===== src/rtl/display_controller.sv =====
// Avalon-MM register slave driving six 7-segment digit codes with
// hardware blink and scroll.
//
// Ports:
//   clk, reset          - system clock, synchronous active-high reset
//   avs_address         - word address (0..7)
//   avs_read/avs_write  - single-cycle strobes, no waitrequest
//   avs_writedata       - 32-bit write data
//   avs_readdata        - read data, valid the cycle after avs_read
//   display_0..5        - registered digit codes to display_driver k
//   display_blank       - bit k = 1 blanks digit k
//
// Register map:
//   0 DIGITS  RW  [23:0] nibble k = source digit k
//   1 CONTROL RW  [5:0] enable, [8] blink_en, [9] scroll_en, [10] scroll_dir
//   2 PERIOD  RW  clk cycles per tick (0 behaves as 1)
//   3 STATUS  RO  [0] phase, [3:1] offset
//   4 COMMAND WO  bit0 clear DIGITS, bit1 restart timer
module display_controller #(
    parameter int PERIOD_WIDTH   = 32,
    parameter int DEFAULT_PERIOD = 25000000
) (
    input  logic        clk,
    input  logic        reset,
    input  logic [2:0]  avs_address,
    input  logic        avs_read,
    input  logic        avs_write,
    input  logic [31:0] avs_writedata,
    output logic [31:0] avs_readdata,
    output logic [3:0]  display_5,
    output logic [3:0]  display_4,
    output logic [3:0]  display_3,
    output logic [3:0]  display_2,
    output logic [3:0]  display_1,
    output logic [3:0]  display_0,
    output logic [5:0]  display_blank
);

    localparam logic [PERIOD_WIDTH-1:0] PERIOD_RST =
        PERIOD_WIDTH'(DEFAULT_PERIOD);
    localparam logic [PERIOD_WIDTH-1:0] ONE = PERIOD_WIDTH'(1);

    logic [23:0]             digits;
    logic [5:0]              enable;
    logic                    blink_en;
    logic                    scroll_en;
    logic                    scroll_dir;
    logic [PERIOD_WIDTH-1:0] period;
    logic [PERIOD_WIDTH-1:0] counter;
    logic                    phase;
    logic [2:0]              offset;

    logic [3:0]  disp_q [6];
    logic [3:0]  disp_d [6];
    logic [5:0]  blank_d;
    logic [31:0] rd_mux;

    logic                    wr_digits;
    logic                    wr_control;
    logic                    wr_period;
    logic                    wr_command;
    logic                    cmd_clear;
    logic                    cmd_restart;
    logic [PERIOD_WIDTH-1:0] last_count;
    logic                    tick;
    logic [2:0]              offset_next;

    assign wr_digits   = avs_write && (avs_address == 3'd0);
    assign wr_control  = avs_write && (avs_address == 3'd1);
    assign wr_period   = avs_write && (avs_address == 3'd2);
    assign wr_command  = avs_write && (avs_address == 3'd4);
    assign cmd_clear   = wr_command && avs_writedata[0];
    assign cmd_restart = wr_command && avs_writedata[1];

    // A PERIOD of zero is treated as one, so the counter always wraps at 0.
    assign last_count = (period == '0) ? '0 : period - ONE;
    assign tick       = (counter >= last_count);

    always_comb begin
        offset_next = offset;
        if (scroll_dir)
            offset_next = (offset == 3'd0) ? 3'd5 : offset - 3'd1;
        else
            offset_next = (offset == 3'd5) ? 3'd0 : offset + 3'd1;
    end

    // Digit k shows source nibble (k + offset) mod 6.
    always_comb begin
        for (int k = 0; k < 6; k++) begin
            int idx;
            idx = k + int'(offset);
            if (idx >= 6)
                idx = idx - 6;
            disp_d[k] = digits[4*idx +: 4];
        end
        blank_d = ~enable | {6{blink_en & phase}};
    end

    always_comb begin
        rd_mux = '0;
        unique case (avs_address)
            3'd0: rd_mux[23:0] = digits;
            3'd1: rd_mux[10:0] = {scroll_dir, scroll_en, blink_en,
                                  2'b00, enable};
            3'd2: rd_mux[PERIOD_WIDTH-1:0] = period;
            3'd3: rd_mux[3:0] = {offset, phase};
            default: rd_mux = '0;
        endcase
    end

    always_ff @(posedge clk) begin
        if (reset) begin
            digits        <= '0;
            enable        <= 6'h3F;
            blink_en      <= 1'b0;
            scroll_en     <= 1'b0;
            scroll_dir    <= 1'b0;
            period        <= PERIOD_RST;
            counter       <= '0;
            phase         <= 1'b0;
            offset        <= '0;
            avs_readdata  <= '0;
            display_blank <= '0;
            for (int k = 0; k < 6; k++)
                disp_q[k] <= '0;
        end else begin
            if (wr_digits)
                digits <= avs_writedata[23:0];
            else if (cmd_clear)
                digits <= '0;

            if (wr_control) begin
                enable     <= avs_writedata[5:0];
                blink_en   <= avs_writedata[8];
                scroll_en  <= avs_writedata[9];
                scroll_dir <= avs_writedata[10];
            end

            if (wr_period)
                period <= avs_writedata[PERIOD_WIDTH-1:0];

            // Restart overrides both a PERIOD write and a coincident tick.
            if (cmd_restart) begin
                counter <= '0;
                phase   <= 1'b0;
                offset  <= '0;
            end else begin
                if (wr_period || tick)
                    counter <= '0;
                else
                    counter <= counter + ONE;
                if (tick) begin
                    phase <= ~phase;
                    if (scroll_en)
                        offset <= offset_next;
                end
            end

            // Read mux samples pre-write state, so a same-cycle write
            // to the read address returns the old value.
            if (avs_read)
                avs_readdata <= rd_mux;

            display_blank <= blank_d;
            for (int k = 0; k < 6; k++)
                disp_q[k] <= disp_d[k];
        end
    end

    assign display_0 = disp_q[0];
    assign display_1 = disp_q[1];
    assign display_2 = disp_q[2];
    assign display_3 = disp_q[3];
    assign display_4 = disp_q[4];
    assign display_5 = disp_q[5];

endmodule


===== config.mk =====
export PLATFORM = sky130hd
export DESIGN_NAME = display_controller
export DESIGN_NICKNAME = d
export VERILOG_FILES = /design/src/rtl/display_controller.sv
export SDC_FILE = /design/constraint.sdc
export NUM_CORES = 1
export LEC_CHECK = 0
export ABC_CLOCK_PERIOD_IN_PS = 4100
export CAP_MARGIN = 25
export CORE_AREA = 4 4 112 156
export DETAILED_ROUTE_END_ITERATION = 6
export DIE_AREA = 0 0 116 160
export PLACE_DENSITY = 0.8
export SLEW_MARGIN = 10
export SYNTH_ARGS = -nofsm -noshare
export SYNTH_HDL_FRONTEND = slang
export SYNTH_SLANG_ARGS = --single-unit
export TNS_END_PERCENT = 1

===== constraint.sdc =====
create_clock -name clk -period 4.1 [get_ports clk]
set_input_delay 0.41 -clock clk [delete_from_list [all_inputs] [get_ports clk]]
set_output_delay 0.41 -clock clk [all_outputs]
set_load 0.03 [all_outputs]

**Yosys cells after proc, flatten, opt, wreduce, memory -nomap -nowiden**

Memories as Yosys holds them, arrays and structs flattened.
Cells that the tools add are included.

- Register bits after elaboration: 139
- RAM bits: 24
- Output and inout bits: 62
- Memories: 1

- Bitwise gates (word level): 10
- Eq/ne operators: 5
- Multiplexer cells: 25
- $add $sub $neg: 15
- Magnitude comparators: 7
- Reduce and logical (&&, ||, !) cells: 14
- Shift-type cells: 6

Memory list:

| name | depth | width | rd ports | clocked after Yosys merged registers in | wr ports | line | RTL |
|---|---|---|---|---|---|---|---|
| disp_q | 6 | 4 | 6 | 0 | 6 | 53 | `logic [3:0] disp_q [6];` |

Operator list:

| kind | count |
|---|---|
| $shiftx A24 B32 Y4 | 6 |
| $mux W30 | 6 |
| $mux W24 | 2 |
| $add A32 B1 Y32 const B | 1 |
| $ge A32 B32 Y1 | 1 |
| $logic_not A32 Y1 | 1 |
| $mux W32 | 1 |
| $sub A32 B1 Y32 const B | 1 |
| $pmux W13 S2 | 1 |
| $sub A4 B3 Y5 const B | 5 |
| $mux W4 | 6 |
| $pmux W7 S3 | 1 |
| $ge A4 B3 Y1 const B | 5 |
| $pmux W4 S4 | 1 |
| $mux W3 | 3 |
| $add A2 B3 Y4 const A | 2 |
| $add A3 B3 Y4 const A | 2 |
| $mux W8 | 1 |
| $eq A3 B2 Y1 const B | 2 |
| $eq A3 B3 Y1 const B | 2 |
| $logic_and A1 B1 Y1 | 6 |
| $logic_not A3 Y1 | 2 |
| $not A6 Y6 | 1 |
| $or A1 B1 Y1 | 6 |
| 15 further kinds | 17 |

**Longest topological paths before layout**

Gate-level depths: netlist of run 1.

- Depth after elaboration: 5
- Depth in mapped cells: 16

**Worst setup path after synthesis of run 1**

No wires, ideal clock.

- Kind: reg-to-reg
- Start: register period[7]
- End: register counter[26]
- Path buffers: 3
- Arrival: 3.584 ns
- Setup slack: 0.452 ns
- Clock period less this slack: 3.648 ns
- Stages on the path, launching flop included: 17
- Path through: dfxtp_1 > buf_2 > nor4_4 > nand4b_2 > or2_1 > buf_2 > or4_4 > xnor2_2 > nand2_1 > ha_1 > a21oi_1 > o21ai_1 > a221o_1 > a2111oi_4 > nand4_1 > buf_2 > nor2_1

- Word-level cells in the longest chain between the ends: 5
- Elaborated cells between the ends (all ways): 6

Ends and longest elaborated chain:

| item | line | RTL |
|---|---|---|
| from (decl) | 48 | `logic [PERIOD_WIDTH-1:0] period;` |
| from (signal assigned) | 140 | `period <= avs_writedata[PERIOD_WIDTH-1:0];` |
| $sub A32 B1 Y32 or $logic_not A32 Y1 (tied branches) | 76 | `assign last_count = (period == '0) ? '0 : period - ONE;` |
| $mux W32 (*) | 76 |  |
| $ge A32 B32 Y1 (*) | 77 | `assign tick = (counter >= last_count);` |
| $logic_or A1 B1 Y1 (*) | 148 | `if (wr_period \|\| tick)` |
| $reduce_or A3 Y1 (no line) (*) | -- |  |
| to (signal assigned) | 151 | `counter <= counter + ONE;` |
| to (decl) | 49 | `logic [PERIOD_WIDTH-1:0] counter;` |

Every way passes the cells marked *; elsewhere a longest branch is shown, timed or not.
A chain may end at the register's enable or synchronous reset.

**Worst setup path in the final report of run 1**

- Start: register period[3]
- End: register counter[23]

Same word-level chain as after synthesis.

==> flow_results.xml, run 1 <==
<?xml version="1.0" encoding="UTF-8"?>
<metrics>
  <group name="final_layout">
    <metric name="drive_above_1_share" unit="">0.09060</metric>
    <metric name="finish.net_count" unit="">1273</metric>
    <metric name="flow.area_growth_from_synthesis" unit="%">19.84</metric>
    <metric name="antennaDiodeCount" unit="">0</metric>
    <metric name="fill_cells" unit="">1316</metric>
  </group>
  <group name="power">
    <metric name="cell_internal_pwr" unit="W">0.002542</metric>
    <metric name="switching_share" unit="">0.2661</metric>
    <metric name="cellPowerDensity" unit="nW/um^2">320.0</metric>
    <metric name="seqPwrFrac" unit="">0.473</metric>
    <metric name="power.clock.fraction" unit="">0.442</metric>
    <metric name="net-switching-power" unit="W">0.0009213</metric>
    <metric name="ir_drop" unit="mV">0.2940</metric>
    <metric name="cellLeakagePower" unit="nW">4.250</metric>
    <metric name="pwr-share-comb" unit="">0.085</metric>
  </group>
  <group name="cts">
    <metric name="worst_setup_hold_path_clk_slew" unit="ns">0.07</metric>
    <metric name="tritoncts" unit="">yes</metric>
    <metric name="cts_setup_buffers" unit="">0</metric>
    <metric name="cts-root-buf" unit="">sky130_fd_sc_hd__clkbuf_16</metric>
    <metric name="cts-htree-levels" unit="">4</metric>
    <metric name="clkLatencyLatePin" unit="ns">0.44</metric>
    <metric name="tritoncts_num_sinks" unit="">163</metric>
    <metric name="cts-root-to-sink-buffers" unit="">2</metric>
    <metric name="cts_buffers" unit="">17</metric>
  </group>
  <group name="drt">
    <metric name="detail_route.iter0.violations" unit="">837</metric>
    <metric name="drt.antenna.violating_nets" unit="">0</metric>
    <metric name="m1WireLength" unit="mm">9.278</metric>
    <metric name="topRoutingLayerUsed" unit="">met4</metric>
    <metric name="drt_drc_violations_left" unit="">0</metric>
    <metric name="routed-wl-met2" unit="mm">12.58</metric>
    <metric name="firstDrtPassIters" unit="">6</metric>
    <metric name="routed_wirelength" unit="mm">24.55</metric>
    <metric name="avgRoutedWirePerCell" unit="um">17.65</metric>
    <metric name="number_of_vias_after_detailed_routing" unit="">8273</metric>
    <metric name="detailroute.wirelength.met3" unit="mm">1.240</metric>
    <metric name="vias_per_cell" unit="">5.948</metric>
  </group>
  <group name="global_route">
    <metric name="grt_pass1_vias" unit="">7936</metric>
    <metric name="grt_antenna_before_repair" unit="">0</metric>
    <metric name="globalRouteOverflowTotal" unit="">0</metric>
    <metric name="globalRouteTotalUtil" unit="">0.2681</metric>
    <metric name="largest_net_degree_at_the_start_of_global_routing" unit="">77</metric>
    <metric name="grt_first_pass_wirelength" unit="mm">39.68</metric>
  </group>
  <group name="yosys">
    <metric name="synthesis.area_per_instance" unit="um^2">8.248</metric>
    <metric name="synth.ff_latch_count" unit="">163</metric>
    <metric name="number_of_enable_type_register_cells_in_the_synthesized_netlist" unit="">0</metric>
    <metric name="post_synth_num_cell_types" unit="">63</metric>
    <metric name="yosys.cell_count.top_type" unit="">sky130_fd_sc_hd__nand2_1</metric>
    <metric name="synth_top_area_frac" unit="">0.3613</metric>
    <metric name="synth_seq_area_share" unit="">0.3613</metric>
    <metric name="synthFlopType" unit="">sky130_fd_sc_hd__dfxtp_1</metric>
    <metric name="yosys-top-cells-area" unit="">sky130_fd_sc_hd__dfxtp_1 36%, sky130_fd_sc_hd__ha_1 7.6%, sky130_fd_sc_hd__nand2_1 7.0%, sky130_fd_sc_hd__nor2_1 5.7%, sky130_fd_sc_hd__a21oi_1 4.8%</metric>
    <metric name="postSynth.asyncResetShare" unit="">0</metric>
    <metric name="synth_area" unit="um^2">9031</metric>
    <metric name="netlist.top_cell.by_area" unit="">sky130_fd_sc_hd__dfxtp_1</metric>
    <metric name="syn-num-nets" unit="">1189</metric>
    <metric name="synthCells" unit="">1095</metric>
    <metric name="synth_common_cells" unit="">169 x sky130_fd_sc_hd__nand2_1, 163 x sky130_fd_sc_hd__dfxtp_1, 138 x sky130_fd_sc_hd__nor2_1</metric>
    <metric name="yosys_warnings" unit="">0</metric>
  </group>
  <group name="placement">
    <metric name="hpwl" unit="mm">18.36</metric>
    <metric name="finalWeightedCongestion" unit="">0.9158</metric>
    <metric name="worst_setup_timing_slack_at_the_placement_stage" unit="ns">0.1826</metric>
    <metric name="buffer_ports.inserted" unit="">100</metric>
  </group>
  <group name="critical_path">
    <metric name="timing.critical_path.required" unit="ns">4.47</metric>
    <metric name="timing.reg2reg.worst_path_depth" unit="">14</metric>
    <metric name="largest_fanout_on_the_critical_path" unit="">32</metric>
    <metric name="worst-r2r-setup-slack" unit="ns">0.22</metric>
    <metric name="worst_setup_path_end_kind" unit="">flip-flop</metric>
    <metric name="crit_type" unit="">reg2reg</metric>
    <metric name="timing.critical_path.arrival" unit="ns">4.24</metric>
    <metric name="critPathLaunchType" unit="">flip-flop</metric>
  </group>
  <group name="flow_run">
    <metric name="cap_viol_max_count" unit="">0</metric>
  </group>
  <group name="sta">
    <metric name="grt_setup_unrepaired" unit="">false</metric>
    <metric name="period_share" unit="">0.9456</metric>
    <metric name="worst-slew-pin-transition" unit="ns">0.8589</metric>
    <metric name="maxSlewHeadroom" unit="">0.4247</metric>
    <metric name="setup_total_negative_slack" unit="ns">0</metric>
    <metric name="setup_ws" unit="ns">0.2231</metric>
    <metric name="clock.fmax" unit="MHz">257.9</metric>
    <metric name="report.final.slew_viol_count" unit="">0</metric>
    <metric name="min_period" unit="ns">3.877</metric>
    <metric name="final_hold_viols" unit="">0</metric>
    <metric name="final-setup-viol-count" unit="">0</metric>
    <metric name="finalClockSkew" unit="ns">0.009974</metric>
  </group>
  <group name="floorplan">
    <metric name="rows" unit="">55</metric>
    <metric name="io_pins" unit="">101</metric>
    <metric name="fp.coreArea" unit="um^2">16100</metric>
    <metric name="design.die.area" unit="um^2">18560</metric>
    <metric name="die-width" unit="um">116</metric>
    <metric name="die_height" unit="um">160</metric>
    <metric name="starting_density" unit="">0.5608</metric>
  </group>
  <group name="outcome">
    <metric name="outcome" unit="">finished clean</metric>
  </group>
  <group name="min_path">
    <metric name="worstHoldPathCells" unit="">2</metric>
    <metric name="tightest_hold_check_type" unit="">in2reg</metric>
  </group>
</metrics>
## per-stage QoR
stage | instances | cell area (um^2) | utilization | total power (W) | hold WS, ns
3_5_place_dp | 1359 | 10250 | 0.6367 | 0.001963 | 0.4518
2_1_floorplan | 1095 | 9031 | - | 0.001837 | 0.4256
5_1_grt | 1391 | 10820 | 0.6721 | 0.003571 | 0.3560
6_report | 1391 | 10820 | 0.6721 | 0.003463 | 0.3359
3_3_place_gp | 1358 | 10240 | 0.6357 | 0.001957 | 0.4415
4_1_cts | 1391 | 10810 | 0.6716 | 0.003473 | 0.3279
## worst paths after layout
check                                from               end
worst max register to register  period[3]       counter[23]
worst min-delay path                reset  avs_readdata[24]
worst max-delay path            period[3]       counter[23]
worst min register to register  enable[5]  display_blank[5]
## repair_timing
action / CTS / global route
endpoints found under the hold margin: 0 / 0
setup endpoints to repair: 0 / 34
hold buffers: 0 / 0
gates resized for setup: 0 / 2
## cell families (layout without fill, tap and decap cells)
| family | after synthesis | in the layout | share of synthesized area |
|---|---|---|---|
| DFF | 163 | 163 | 0.3613 |
| and+or+nand+nor | 464 | 464 | 0.2408 |
| muxes | 72 | 72 | 0.08908 |
| AOI/OAI and AO/OA | 194 | 194 | 0.1352 |
| xor gates and xnor gates | 62 | 62 | 0.06096 |
| buffers and inverters | 85 | 182 | 0.03644 |
| adders and majority gates | 55 | 55 | 0.07620 |
## cell type report
type / count / area (um^2) / area share
Clock buffer: 17 / 425.4 / 0.03931
Tap cell: 199 / 249.0 / 0.02301
Timing Repair Buffer: 121 / 1174 / 0.1084
Sequential cell: 163 / 3263 / 0.3015
Multi-Input combinational cell: 847 / 5466 / 0.5051
Clock inverter: 15 / 136.4 / 0.01260
Inverter: 29 / 108.9 / 0.01006
## critical path: stages, from the launching register on
cell                        delay (ns)
sky130_fd_sc_hd__dfxtp_1          0.38
sky130_fd_sc_hd__nor4_4           0.41
sky130_fd_sc_hd__nand4b_2         0.21
sky130_fd_sc_hd__or2_4            0.30
sky130_fd_sc_hd__or4_4            0.43
sky130_fd_sc_hd__xnor2_2          0.12
sky130_fd_sc_hd__nand2_1          0.07
sky130_fd_sc_hd__ha_1             0.30
sky130_fd_sc_hd__a21oi_1          0.16
sky130_fd_sc_hd__o21ai_1          0.08
sky130_fd_sc_hd__a221o_1          0.34
sky130_fd_sc_hd__a2111oi_4        0.42
sky130_fd_sc_hd__nand4_1          0.21
sky130_fd_sc_hd__buf_12           0.24
sky130_fd_sc_hd__nor2_1           0.11
## layout by cell type (no fill, tap or decap), types with 3 or more instances in the layout
cell type | netlist | layout
sky130_fd_sc_hd__mux2_2 | 26 | 26
sky130_fd_sc_hd__and4_1 | 4 | 4
sky130_fd_sc_hd__nand3_1 | 41 | 41
sky130_fd_sc_hd__xnor2_1 | 29 | 29
sky130_fd_sc_hd__o211ai_1 | 6 | 6
sky130_fd_sc_hd__o22ai_1 | 4 | 4
sky130_fd_sc_hd__nand4_1 | 12 | 12
sky130_fd_sc_hd__a21o_1 | 6 | 6
sky130_fd_sc_hd__and3_1 | 8 | 8
sky130_fd_sc_hd__nand2b_1 | 6 | 6
sky130_fd_sc_hd__o21a_1 | 5 | 5
sky130_fd_sc_hd__o21ai_0 | 14 | 14
sky130_fd_sc_hd__nor2b_1 | 37 | 37
sky130_fd_sc_hd__a22oi_1 | 35 | 35
sky130_fd_sc_hd__inv_6 | 0 | 6
sky130_fd_sc_hd__clkbuf_16 | 0 | 17
sky130_fd_sc_hd__xor2_1 | 32 | 32
sky130_fd_sc_hd__inv_1 | 28 | 28
sky130_fd_sc_hd__a31oi_1 | 12 | 12
sky130_fd_sc_hd__nor3b_1 | 6 | 4
sky130_fd_sc_hd__nand2_1 | 169 | 169
sky130_fd_sc_hd__buf_4 | 0 | 19
sky130_fd_sc_hd__nor4_2 | 4 | 5
sky130_fd_sc_hd__mux2i_1 | 41 | 41
sky130_fd_sc_hd__nor4_1 | 6 | 5
sky130_fd_sc_hd__dfxtp_1 | 163 | 163
sky130_fd_sc_hd__ha_1 | 55 | 55
sky130_fd_sc_hd__nand3b_1 | 5 | 5
sky130_fd_sc_hd__inv_8 | 0 | 5
sky130_fd_sc_hd__clkdlybuf4s50_1 | 0 | 99
sky130_fd_sc_hd__or2_2 | 3 | 3
sky130_fd_sc_hd__nor2_1 | 138 | 138
sky130_fd_sc_hd__nor3_1 | 11 | 10
sky130_fd_sc_hd__a211oi_1 | 3 | 3
sky130_fd_sc_hd__mux4_2 | 4 | 4
sky130_fd_sc_hd__o21ai_1 | 5 | 4
sky130_fd_sc_hd__a21oi_1 | 86 | 86
## layer usage
| metal | GRT usage | up-vias |
|---|---|---|
| met4 | 0.1525 | 0 |
| met2 | 0.4573 | 306 |
| met1 | 0.3133 | 3908 |
| met3 | 0.04208 | 91 |
| li1 | - | 3968 |
| met5 | 0 | - |
## power groups by stage
stage          clock network [W]  registers [W]  logic, W
3_5_place_dp                   0        0.00167  0.000289
3_3_place_gp                   0        0.00167  0.000284
6_report                 0.00153        0.00164  0.000293
5_1_grt                  0.00161        0.00164  0.000317
4_1_cts                  0.00154        0.00164  0.000291
2_1_floorplan                  0        0.00168  0.000155
## sequential cells by signal, indices dropped and copies added, names as in the netlist
| signal | count |
|---|---|
| avs_readdata | 32 |
| blink_en | 1 |
| counter | 32 |
| digits | 24 |
| disp_q | 24 |
| display_blank | 6 |
| enable | 6 |
| offset | 3 |
| period | 32 |
| phase | 1 |
| scroll_dir | 1 |
| scroll_en | 1 |
No activity file was read; power rests on OpenSTA's default activity.
==> inputs of run 2 (changes only) <==
--- a/config.mk
+++ b/config.mk
@@ -7,10 +7,11 @@
 export LEC_CHECK = 0
 export ABC_CLOCK_PERIOD_IN_PS = 4100
 export CAP_MARGIN = 25
-export CORE_AREA = 4 4 112 156
+export CORE_AREA = 4 4 159 100
 export DETAILED_ROUTE_END_ITERATION = 6
-export DIE_AREA = 0 0 116 160
-export PLACE_DENSITY = 0.8
+export DIE_AREA = 0 0 163 104
+export DONT_BUFFER_PORTS = 1
+export PLACE_DENSITY = 0.79
 export SLEW_MARGIN = 10
 export SYNTH_ARGS = -nofsm -noshare
 export SYNTH_HDL_FRONTEND = slang
==> run 2 against run 1 <==
Net effect: the flow now finishes with violations (design-rule violations); global-route usage rose by 1.3 points; total power barely moved; setup slack got worse by 0.034 ns; critical path type unchanged; largest power group unchanged.
==> flow_results.xml, run 2 (synthesis gave the netlist of run 1 again) <==
<?xml version="1.0" encoding="UTF-8"?>
<metrics>
  <group name="cts">
    <metric name="tritoncts_num_sinks" unit="">163</metric>
    <metric name="cts_buffers" unit="">17</metric>
    <metric name="cts-root-to-sink-buffers" unit="">2</metric>
    <metric name="worst_setup_hold_path_clk_slew" unit="ns">0.07</metric>
    <metric name="cts-root-buf" unit="">sky130_fd_sc_hd__clkbuf_16</metric>
    <metric name="tritoncts" unit="">yes</metric>
    <metric name="cts-htree-levels" unit="">4</metric>
    <metric name="clkLatencyLatePin" unit="ns">0.42</metric>
  </group>
  <group name="global_route">
    <metric name="grt_antenna_before_repair" unit="">0</metric>
    <metric name="grt_pass1_vias" unit="">7054</metric>
    <metric name="globalRouteTotalUtil" unit="">0.2814</metric>
    <metric name="largest_net_degree_at_the_start_of_global_routing" unit="">93</metric>
    <metric name="globalRouteOverflowTotal" unit="">0</metric>
    <metric name="grt_first_pass_wirelength" unit="mm">38.70</metric>
  </group>
  <group name="floorplan">
    <metric name="starting_density" unit="">0.6318</metric>
    <metric name="die-width" unit="um">163</metric>
    <metric name="die_height" unit="um">104</metric>
    <metric name="fp.coreArea" unit="um^2">14290</metric>
    <metric name="io_pins" unit="">101</metric>
    <metric name="rows" unit="">34</metric>
    <metric name="design.die.area" unit="um^2">16950</metric>
  </group>
  <group name="sta">
    <metric name="clock.fmax" unit="MHz">255.7</metric>
    <metric name="grt_setup_unrepaired" unit="">false</metric>
    <metric name="worst-slew-pin-transition" unit="ns">0.9489</metric>
    <metric name="period_share" unit="">0.9539</metric>
    <metric name="maxSlewHeadroom" unit="">0.3667</metric>
    <metric name="setup_total_negative_slack" unit="ns">0</metric>
    <metric name="report.final.slew_viol_count" unit="">0</metric>
    <metric name="final_hold_viols" unit="">0</metric>
    <metric name="min_period" unit="ns">3.911</metric>
    <metric name="finalClockSkew" unit="ns">0.01182</metric>
    <metric name="final-setup-viol-count" unit="">0</metric>
  </group>
  <group name="critical_path">
    <metric name="regToRegStartpoint" unit="">period[7]</metric>
    <metric name="max_stage_delay" unit="ns">0.48</metric>
    <metric name="critical_path.cell_chain" unit="">nor4_4 &gt; nand4b_2 &gt; or2_1 &gt; or4_4 &gt; xnor2_2 &gt; nand2_1 &gt; ha_1 &gt; a21oi_1 &gt; o21ai_1 &gt; a221o_1 &gt; a2111oi_4 &gt; nand4_1 &gt; buf_4 &gt; nor2_1</metric>
    <metric name="critPathLaunchType" unit="">flip-flop</metric>
    <metric name="cp_top_family" unit="">simple AND/OR/NAND/NOR gates</metric>
    <metric name="worst_setup_path_end_kind" unit="">flip-flop</metric>
    <metric name="timing.critical_path.required" unit="ns">4.46</metric>
    <metric name="critPathSlowestCell" unit="">sky130_fd_sc_hd__a2111oi_4</metric>
    <metric name="timing.critical_path.buf_inv" unit="">1</metric>
    <metric name="largest_fanout_on_the_critical_path" unit="">32</metric>
    <metric name="r2r-end" unit="">counter[23]</metric>
    <metric name="timing.reg2reg.worst_path_depth" unit="">14</metric>
    <metric name="worst-r2r-setup-slack" unit="ns">0.19</metric>
    <metric name="timing.critical_path.arrival" unit="ns">4.27</metric>
    <metric name="crit_type" unit="">reg2reg</metric>
  </group>
  <group name="power">
    <metric name="ir_drop" unit="mV">0.2878</metric>
    <metric name="cellPowerDensity" unit="nW/um^2">350.8</metric>
    <metric name="pwr-share-comb" unit="">0.052</metric>
    <metric name="seqPwrFrac" unit="">0.480</metric>
    <metric name="fin_total_pwr" unit="W">0.003460</metric>
    <metric name="cellLeakagePower" unit="nW">3.912</metric>
    <metric name="net-switching-power" unit="W">0.0008793</metric>
    <metric name="power.clock.fraction" unit="">0.468</metric>
    <metric name="switching_share" unit="">0.2541</metric>
    <metric name="cell_internal_pwr" unit="W">0.002581</metric>
  </group>
  <group name="drt">
    <metric name="topRoutingLayerUsed" unit="">met4</metric>
    <metric name="drt.antenna.violating_nets" unit="">0</metric>
    <metric name="vias_per_cell" unit="">6.074</metric>
    <metric name="detail_route.iter0.violations" unit="">1043</metric>
    <metric name="m1WireLength" unit="mm">11.12</metric>
    <metric name="detailroute.wirelength.met3" unit="mm">3.253</metric>
    <metric name="number_of_vias_after_detailed_routing" unit="">7823</metric>
    <metric name="firstDrtPassIters" unit="">7</metric>
    <metric name="drt_drc_violations_left" unit="">2</metric>
    <metric name="routed-wl-met2" unit="mm">9.522</metric>
    <metric name="routed_wirelength" unit="mm">24.10</metric>
    <metric name="avgRoutedWirePerCell" unit="um">18.71</metric>
  </group>
  <group name="final_layout">
    <metric name="multiInputGateArea" unit="um^2">5492</metric>
    <metric name="instances_no_fill" unit="">1288</metric>
    <metric name="final_design_area_no_fill" unit="um^2">9863</metric>
    <metric name="antennaDiodeCount" unit="">0</metric>
    <metric name="commonest_non_fill_non_tap_cells_in_the_layout" unit="">169 x sky130_fd_sc_hd__nand2_1, 163 x sky130_fd_sc_hd__dfxtp_1, 138 x sky130_fd_sc_hd__nor2_1</metric>
    <metric name="reg_top3" unit="">avs_readdata (32), counter (32), period (32)</metric>
    <metric name="seq_area" unit="um^2">3263</metric>
    <metric name="fill_cells" unit="">1128</metric>
    <metric name="flow.area_growth_from_synthesis" unit="%">9.213</metric>
    <metric name="drive_above_1_share" unit="">0.09725</metric>
    <metric name="leading_cell_type_in_the_layout_fill_and_taps_excluded" unit="">sky130_fd_sc_hd__nand2_1</metric>
    <metric name="finish.net_count" unit="">1171</metric>
  </group>
  <group name="placement">
    <metric name="place_inst" unit="">1254</metric>
    <metric name="hpwl" unit="mm">17.40</metric>
    <metric name="dpl-instance-area" unit="um^2">9205</metric>
    <metric name="finalWeightedCongestion" unit="">0.9502</metric>
    <metric name="buffer_ports.inserted" unit="">0</metric>
  </group>
  <group name="min_path">
    <metric name="tightest_hold_check_type" unit="">in2reg</metric>
    <metric name="hold-path-endpoint" unit="">avs_readdata[10]</metric>
    <metric name="worstHoldPathCells" unit="">1</metric>
    <metric name="worst_hold_startpoint" unit="">reset</metric>
  </group>
  <group name="outcome">
    <metric name="outcome" unit="">finished, violations left</metric>
    <metric name="violations" unit="">design-rule violations</metric>
  </group>
  <group name="flow_run">
    <metric name="cap_viol_max_count" unit="">0</metric>
  </group>
</metrics>
==> run 2: changes by cell type in the layout (fill, tap and decap cells not counted), moves of 2 or more <==
| cell | before | now |
|---|---|---|
| sky130_fd_sc_hd__clkinv_4 | 2 | 5 |
| sky130_fd_sc_hd__clkinv_8 | 0 | 2 |
| sky130_fd_sc_hd__nor4_4 | 2 | 4 |
| sky130_fd_sc_hd__nor4_2 | 5 | 3 |
| sky130_fd_sc_hd__clkbuf_8 | 0 | 2 |
| sky130_fd_sc_hd__inv_6 | 6 | 3 |
| sky130_fd_sc_hd__clkdlybuf4s50_1 | 99 | 0 |
| sky130_fd_sc_hd__inv_8 | 5 | 1 |
==> run 2: worst max path at each step <==
stage                          from           to  cells past startpoint
final                     period[7]  counter[23]                     14
after global routing      period[7]  counter[23]                     14
after CTS                 period[7]   counter[3]                     14
after detailed placement  period[7]   counter[2]                     14
after global placement    period[0]  counter[30]                     14
after floorplan           period[7]  counter[26]                     16
==> run 2: routing by layer <==
metal  GRT usage  vias to the layer above
li1            -                     3752
met1      0.4289                     3635
met2      0.3828                      416
met3     0.09267                       20
met4     0.05984                        0
met5           0                        -
==> run 2: what timing repair did <==
action,4_1_cts,5_1_grt
endpoints found under the setup margin,0,32
hold buffers,0,0
resized for setup,0,5
setup buffers,0,1
endpoints found under the hold margin,0,0
==> run 2: power by group through the flow <==
stage	Clock [W]	Sequential, W	Combinational [W]
after floorplan	0	0.00168	0.000155
after global placement	0	0.00169	0.000169
after detailed placement	0	0.00169	0.000173
after CTS	0.00163	0.00166	0.000175
after global routing	0.00170	0.00166	0.000199
final	0.00162	0.00166	0.000180
==> run 2: layout make-up <==
class | count | area share
well taps | 198 | 0.02512
repair buffers | 19 | 0.01522
flip-flops and latches | 163 | 0.3308
clock inverters | 13 | 0.01510
inverters | 29 | 0.01104
clock buffers | 19 | 0.04592
multi-input cells | 847 | 0.5568
==> run 2: through the flow <==
step / setup WS, ns / utilization / hold WS (ns)
4_1_cts: 0.1966 / 0.6861 / 0.04026
2_1_floorplan: 0.4515 / - / 0.4256
3_5_place_dp: 0.2215 / 0.6440 / 0.4522
3_3_place_gp: 0.3190 / 0.6440 / 0.4548
6_report: 0.1890 / 0.6900 / 0.04780
5_1_grt: 0.02688 / 0.6900 / 0.03072
==> inputs of run 3 (changes only) <==
--- a/config.mk
+++ b/config.mk
@@ -8,6 +8,7 @@
 export ABC_CLOCK_PERIOD_IN_PS = 4100
 export CAP_MARGIN = 25
 export CORE_AREA = 4 4 159 100
+export CTS_CLUSTER_SIZE = 20
 export DETAILED_ROUTE_END_ITERATION = 6
 export DIE_AREA = 0 0 163 104
 export DONT_BUFFER_PORTS = 1
==> results of run 3 <==
Same layout as run 2: the final DEF is identical, and so are final timing and power.
